### src/rtl/alarm_controller.sv
// Alarm system sequencer: arm/disarm FSM, exit/entry delays, siren and
// wrong-code lockout. Gates the code detector and consumes its results.
module alarm_controller #(
    parameter int unsigned N_SENSORS      = 4,
    parameter int unsigned EXIT_CYCLES    = 1000,
    parameter int unsigned ENTRY_CYCLES   = 2000,
    parameter int unsigned MAX_FAILS      = 3,
    parameter int unsigned LOCKOUT_CYCLES = 4000
) (
    input  logic                 clk,
    input  logic                 rst,
    input  logic                 arm_req,
    input  logic [N_SENSORS-1:0] sensor,
    input  logic                 seq_ok,
    input  logic                 seq_fail,
    output logic                 det_enable,
    output logic                 det_clear,
    output logic                 armed,
    output logic                 siren,
    output logic [2:0]           state,
    output logic [1:0]           fail_cnt
);

    localparam int unsigned MAX_DELAY_A = (EXIT_CYCLES > ENTRY_CYCLES) ? EXIT_CYCLES : ENTRY_CYCLES;
    localparam int unsigned MAX_DELAY   = (MAX_DELAY_A > LOCKOUT_CYCLES) ? MAX_DELAY_A : LOCKOUT_CYCLES;
    localparam int unsigned TIMER_W     = ($clog2(MAX_DELAY) < 1) ? 1 : $clog2(MAX_DELAY);

    typedef enum logic [2:0] {
        DISARMED    = 3'd0,
        EXIT_DELAY  = 3'd1,
        ARMED       = 3'd2,
        ENTRY_DELAY = 3'd3,
        ALARM       = 3'd4,
        LOCKOUT     = 3'd5
    } state_e;

    state_e               state_q, state_d;
    logic [TIMER_W-1:0]   timer_q, timer_d;
    logic [1:0]           fail_q, fail_d;
    logic                 clear_q, clear_d;
    logic                 den_q, den_d;
    logic                 armed_q, armed_d;
    logic                 siren_q, siren_d;
    logic [2:0]           fail_inc;

    // State, timer and registered outputs
    always_ff @(posedge clk or posedge rst) begin
        if (rst) begin
            state_q <= DISARMED;
            timer_q <= '0;
            fail_q  <= '0;
            clear_q <= 1'b0;
            den_q   <= 1'b0;
            armed_q <= 1'b0;
            siren_q <= 1'b0;
        end else begin
            state_q <= state_d;
            timer_q <= timer_d;
            fail_q  <= fail_d;
            clear_q <= clear_d;
            den_q   <= den_d;
            armed_q <= armed_d;
            siren_q <= siren_d;
        end
    end

    // Next state: per-state sequencing first, then code results override it
    always_comb begin
        state_d  = state_q;
        timer_d  = timer_q;
        fail_d   = fail_q;
        clear_d  = 1'b0;
        fail_inc = {1'b0, fail_q} + 3'd1;

        case (state_q)
            DISARMED: begin
                timer_d = '0;
                if (arm_req) begin
                    state_d = EXIT_DELAY;
                    timer_d = TIMER_W'(EXIT_CYCLES - 1);
                    clear_d = 1'b1;
                end
            end
            EXIT_DELAY: begin
                if (timer_q == '0) state_d = ARMED;
                else               timer_d = timer_q - TIMER_W'(1);
            end
            ARMED: begin
                timer_d = '0;
                if (|sensor) begin
                    state_d = ENTRY_DELAY;
                    timer_d = TIMER_W'(ENTRY_CYCLES - 1);
                end
            end
            ENTRY_DELAY: begin
                if (timer_q == '0) state_d = ALARM;
                else               timer_d = timer_q - TIMER_W'(1);
            end
            ALARM: begin
                timer_d = '0;
            end
            LOCKOUT: begin
                if (timer_q == '0) state_d = ALARM;
                else               timer_d = timer_q - TIMER_W'(1);
            end
            default: begin
                state_d = DISARMED;
                timer_d = '0;
                fail_d  = '0;
            end
        endcase

        // Detector results only count while code entry is enabled
        if (den_q) begin
            if (seq_ok) begin
                state_d = DISARMED;
                timer_d = '0;
                fail_d  = '0;
                clear_d = 1'b1;
            end else if (seq_fail) begin
                clear_d = 1'b1;
                if (fail_inc >= 3'(MAX_FAILS)) begin
                    state_d = LOCKOUT;
                    timer_d = TIMER_W'(LOCKOUT_CYCLES - 1);
                    fail_d  = '0;
                end else begin
                    fail_d  = fail_inc[1:0];
                end
            end
        end
    end

    // Output flags registered alongside the state they describe
    always_comb begin
        den_d   = (state_d == EXIT_DELAY) || (state_d == ARMED) ||
                  (state_d == ENTRY_DELAY) || (state_d == ALARM);
        armed_d = (state_d == EXIT_DELAY) || (state_d == ARMED) ||
                  (state_d == ENTRY_DELAY);
        siren_d = (state_d == ALARM) || (state_d == LOCKOUT);
    end

    assign det_enable = den_q;
    assign det_clear  = clear_q;
    assign armed      = armed_q;
    assign siren      = siren_q;
    assign state      = state_q;
    assign fail_cnt   = fail_q;

endmodule

### config.mk
export PLATFORM = sky130hd
export DESIGN_NAME = alarm_controller
export DESIGN_NICKNAME = d
export VERILOG_FILES = /design/src/rtl/alarm_controller.sv
export SDC_FILE = /design/constraint.sdc
export NUM_CORES = 1
export LEC_CHECK = 0
export BUFFER_PORTS_ARGS = -buffer_cell sky130_fd_sc_hd__buf_4
export CAP_MARGIN = 30
export CORE_ASPECT_RATIO = 0.5
export CORE_MARGIN = 10
export CORE_UTILIZATION = 35
export CTS_CLUSTER_DIAMETER = 150
export DETAILED_ROUTE_END_ITERATION = 7
export GPL_ROUTABILITY_DRIVEN = 0
export MAX_ROUTING_LAYER = met4
export RECOVER_POWER = 25
export SETUP_SLACK_MARGIN = 0.2
export SLEW_MARGIN = 15
export SYNTH_ARGS = -nofsm -noshare
export SYNTH_HDL_FRONTEND = slang
export SYNTH_SLANG_ARGS = --single-unit
### constraint.sdc
create_clock -name clk -period 4.89 [get_ports clk]
set_input_delay 0.7335 -clock clk [delete_from_list [all_inputs] [get_ports clk]]
set_output_delay 0.7335 -clock clk [all_outputs]
set_load 0.005 [all_outputs]
# After elaboration in Yosys (flattened, before gate mapping)
# Index checks and enable logic that the tools add are counted.
totals:
  in_bits: 9
  ff_bits: 21
op_classes:
  mux: 27
  addsub: 2
  reduce_logical: 10
  n_lt_le_gt_ge: 1
  n_eq_ne: 10
ops:
  columns: ["cell", "n"]
  rows:
  - ["$mux 12", 5]
  - ["$pmux 12 s3", 1]
  - ["$mux 3", 8]
  - ["$pmux 3 s5", 1]
  - ["$eq 3x2->1 const B", 4]
  - ["$eq 3x3->1 const B", 4]
  - ["$logic_not 12->1", 1]
  - ["$sub 12x1->12 const B", 1]
  - ["$mux 11", 1]
  - ["$mux 10", 1]
  - ["$mux 2", 5]
  - ["$eq 3x1->1 const B", 2]
  - ["$reduce_or 6->1", 1]
  - ["$mux 1", 5]
  - ["$logic_or 1x1->1", 4]
  - ["$reduce_or 4->1", 1]
  - ["$add 2x1->3 const B", 1]
  - ["$ge 3x2->1 const B", 1]
  - ["$logic_not 3->1", 1]
  - ["$reduce_or 3->1", 1]
  - ["$reduce_or 2->1", 1]

# Logic depth before layout (Yosys ltp)
depth:
  ltp_word: 11
  ltp_mapped: 7
  mapped_depth_nobuf: 7

# Worst setup path after synthesis
# Ideal clock, no wire load.
synth_path:
  path_type: "flip-flop to flip-flop"
  start: "register timer_q[0]"
  end: "register den_q (netlist: det_enable)"
  path_buffers: 0
  setup_time_ps: 139
  arrival_ps: 1880
  slack_ps: 2872
  path_stages_with_launch: 8
  t_required_ps: 4751
  synth_period_minus_slack_ps: 2018
  cell_sequence: "dfrtp_1 -> inv_1 -> ha_1 -> nor3b_2 -> nand3_1 -> and2_1 -> o311ai_0 -> nand2_1"
synth_between:
  elab_chain_len: 11
  elab_cells_between_ends: 15
  cone_classes: "4 x eq/ne; 7 x mux; 4 x reduce/logical"
synth_lines:
  columns: ["element", "line_no", "rtl"]
  rows:
  - ["from (decl)", "38", "logic [TIMER_W-1:0] timer_q, timer_d;"]
  - ["from (signal assigned)", "58", "timer_q <= timer_d;"]
  - ["$logic_not 12->1 (*)", "85, 96, 103", null]
  - ["$mux 3, on equally long branches", "96, 103, 85", null]
  - ["$pmux 3 s5 (*)", "75", "case (state_q)"]
  - ["$mux 3", "122", "if (fail_inc >= 3'(MAX_FAILS)) begin"]
  - ["$mux 3", "120", "end else if (seq_fail) begin"]
  - ["$mux 3", "115", "if (seq_ok) begin"]
  - ["$mux 3 (*)", "114", "if (den_q) begin"]
  - ["$eq 3x1->1 / $eq 3x2->1 (equally long branches)", "135", "den_d = (state_d == EXIT_DELAY) || (state_d == ARMED) ||"]
  - ["$logic_or 1x1->1 (2 in series)", "135", null]
  - ["$logic_or 1x1->1 (*)", "136", "(state_d == ENTRY_DELAY) || (state_d == ALARM);"]
  - ["named net den_d", "41", "logic den_q, den_d;"]
  - ["to (signal assigned)", "61", "den_q <= den_d;"]
  - ["to (decl)", "41", null]
# The timed path passes the listed nets; every way through them passes the cells marked *.

# Final worst setup path
# Ends and elaborated chain as after synthesis.

==> impl_metrics.sql <==
INSERT INTO impl_metrics (metric_group, metric, value, unit) VALUES
('outcome', 'run_status', 'finished, final reports clean', ''),
('final_layout', 'fin_area', '0.00146', 'mm2'),
('final_layout', 'areaGrowthSynthToFinish', '18.5', '%'),
('setup_path', 'worst_setup_path_end_kind', 'flop', ''),
('yosys', 'synth-seq-cells', '21', ''),
('route', 'vias', '1013', ''),
('job', 'max_capacitance_violation_count', '0', ''),
('clocking', 'clock_path_buffers', '2', ''),
('floorplan', 'floorplan.die.height', '62.0', 'um'),
('floorplan', 'initial_core_utilization', '0.361', ''),
('timing', 'timing.final.crit_share', '0.492', ''),
('power', 'power.internal', '0.533', 'mW'),
('floorplan', 'core-area', '0.00342', 'mm2'),
('power', 'comb_power_share', '0.505', ''),
('timing', 'setup-violations-final', '0', ''),
('route', 'detail_route.wl_per_cell', '14.9', 'um'),
('yosys', 'syn_area_per_cell', '9.27', 'um2'),
('clocking', 'tritoncts.num_buffers', '3', ''),
('final_layout', 'post-route-util', '0.427', ''),
('route', 'antenna_left', '0', ''),
('timing', 'fmaxAchievable', '416', 'MHz'),
('yosys', 'synth.distinct_cells', '40', ''),
('setup_path', 'path_max_fanout', '8', ''),
('yosys', 'post_synthesis_cell_area', '0.00123', 'mm2'),
('clocking', 'cts.root.buffer_cell', 'clkbuf_8', ''),
('timing', 'fin_crit', '2.41', 'ns'),
('global_routing', 'grt_pass1_wl', '4890', 'um'),
('worst_hold_path', 'holdPathStages', '2', ''),
('clocking', 'post-cts-setup-buffers', '0', ''),
('setup_path', 'critical_path.reg2reg.startpoint', 'timer_q[0]', ''),
('place', 'numPortBuffers', '17', ''),
('power', 'swShare', '0.433', ''),
('timing', 'timing.slew.headroom', '0.443', ''),
('clocking', 'clock_insertion_delay_at_the_later_pin_of_the_skew_report', '0.26', 'ns'),
('timing', 'finalHoldViolations', '0', ''),
('global_routing', 'grt_start_max_net_pins', '22', ''),
('timing', 'setup_slack', '2.48', 'ns'),
('power', 'p_clk_frac', '0.124', ''),
('timing', 'fin_tns_setup', '0', 'ns'),
('place', 'dpl-instance-area', '0.00142', 'mm2'),
('setup_path', 'critPathKind', 'reg -> reg', ''),
('power', 'p_leak', '0.660', 'nW'),
('final_layout', 'antenna_cells_inserted', '0', ''),
('final_layout', 'layout.nets', '163', ''),
('route', 'detail_route.first_pass.iterations', '4', ''),
('setup_path', 'critPathArrivalTime', '2.54', 'ns'),
('route', 'routed_wl', '3020', 'um'),
('place', 'place_worst_setup_slack', '2.54', 'ns'),
('floorplan', 'chipWidth', '104', 'um'),
('yosys', 'yosys_most_used_dff', 'dfrtp_1', ''),
('worst_hold_path', 'hold_start', 'fail_cnt[0]', ''),
('setup_path', 'worst_r2r_endpoint', 'det_enable', ''),
('global_routing', 'globalRouteOverflowTotal', '0', ''),
('setup_path', 'reg2reg_setup_slack', '2.48', 'ns'),
('route', 'drcViolationCount', '0', ''),
('floorplan', 'core.rowCount', '15', ''),
('clocking', 'cts_tree', 'built', ''),
('clocking', 'htree_num_levels', '1', ''),
('yosys', 'netlist_instances', '133', ''),
('floorplan', 'die-area', '0.00644', 'mm2'),
('power', 'seqPwrFrac', '0.371', ''),
('yosys', 'synth-seq-area-share', '0.426', ''),
('worst_hold_path', 'min-delay-path-class', 'reg -> reg', ''),
('setup_path', 'timing.critical_path.required', '5.03', 'ns'),
('clocking', 'cts_num_sinks', '21', ''),
('yosys', 'synth_edf_count', '0', ''),
('route', 'drt_iter0_markers', '62', ''),
('global_routing', 'global_route.usage.total', '0.0986', ''),
('setup_path', 'critical_path.startpoint_type', 'flop', ''),
('timing', 'finClkSkew', '0.00352', 'ns'),
('power', 'switching_power', '0.407', 'mW');
cells in the final DEF (no fill, tap or decap), types with 2 or more instances in the layout:
master / count
nand2b_1: 2
and3b_1: 2
o21ai_0: 7
buf_4: 15
and2_1: 2
a21boi_0: 2
nand2_1: 13
nor2_1: 10
clkbuf_8: 3
or4_1: 2
mux2_2: 2
nand3_1: 4
xnor2_1: 3
o31ai_1: 2
nor4_1: 3
mux2i_1: 2
nor4_4: 2
o22ai_1: 2
nor2b_1: 2
nand4_1: 2
a21oi_1: 17
inv_1: 6
dfrtp_1: 21
xor2_1: 5
state kept, by name, summed over array words and instances, names as in the netlist:
| register | count |
|---|---|
| state | 3 |
| armed | 1 |
| det_clear | 1 |
| det_enable | 1 |
| fail_cnt | 2 |
| timer_q | 12 |
| siren | 1 |
worst max-delay path by stage:
stage | from | endpoint | cells past startpoint
floorplan | timer_q[0] | det_enable | 7
global placement | sensor[1] | det_enable | 6
detailed placement | timer_q[0] | det_enable | 7
CTS | timer_q[0] | det_enable | 7
global route | timer_q[0] | det_enable | 7
finish | timer_q[0] | det_enable | 7
critical path: stages, from the launching register on:
cell and delay [ns]:
dfrtp_1 0.39, inv_1 0.10, ha_1 0.21, nor3b_2 0.44
nand3_1 0.35, and2_1 0.30, o311ai_0 0.39, nand2_1 0.09
synthesized netlist by cell type (3+ instances only):
library cell	n	area, um2
xor2_1	5	43.8
inv_1	6	22.5
nand2_1	13	48.8
nand3_1	4	20.0
clkbuf_1	3	11.3
nor4_1	3	18.8
xnor2_1	3	26.3
o21ai_0	7	35.0
nor2_1	10	37.5
dfrtp_1	21	526
a21oi_1	17	85.1
final cells by class:
type / count / area [um2] / share of cell area
well taps: 51 / 63.8 / 0.0437
clock buffers: 3 / 41.3 / 0.0283
clock inverters: 1 / 5.00 / 0.00343
flip-flops and latches: 21 / 526 / 0.360
multi-input cells: 103 / 673 / 0.461
inverters: 6 / 22.5 / 0.0154
repair buffers: 18 / 129 / 0.0883
power by group through the flow:
stage	combinational, mW	sequential (mW)	clock [mW]
after floorplan	0.348	0.326	0
after CTS	0.479	0.350	0.120
after global routing	0.536	0.363	0.127
final	0.474	0.349	0.117
after global placement	0.471	0.352	0
after detailed placement	0.475	0.353	0
cells by family after synthesis:
kind of cell,synth area share
AOI/OAI and AO/OA,0.174
xor gates and xnor gates,0.0569
adders and majority gates,0.0102
buffers and inverters,0.0274
DFF,0.426
muxes,0.0345
and+or+nand+nor,0.271
layer usage:
layer / part of all wire / GRT usage / vias up
met2: 0.45 / 0.160 / 19
met4: 0 / 0.0196 / 0
met5: 0 / - / -
met1: 0.52 / 0.125 / 474
met3: 0.034 / 0.0237 / 0
li1: - / - / 520
per-stage QoR:
step	power, mW	std cells	hold slack, ns
global route	1.03	203	0.597
detailed placement	0.828	199	0.544
finish	0.940	203	0.564
global placement	0.822	198	0.545
floorplan	0.673	133	0.531
CTS	0.949	203	0.565
No activity file was read; power rests on OpenSTA's default activity.
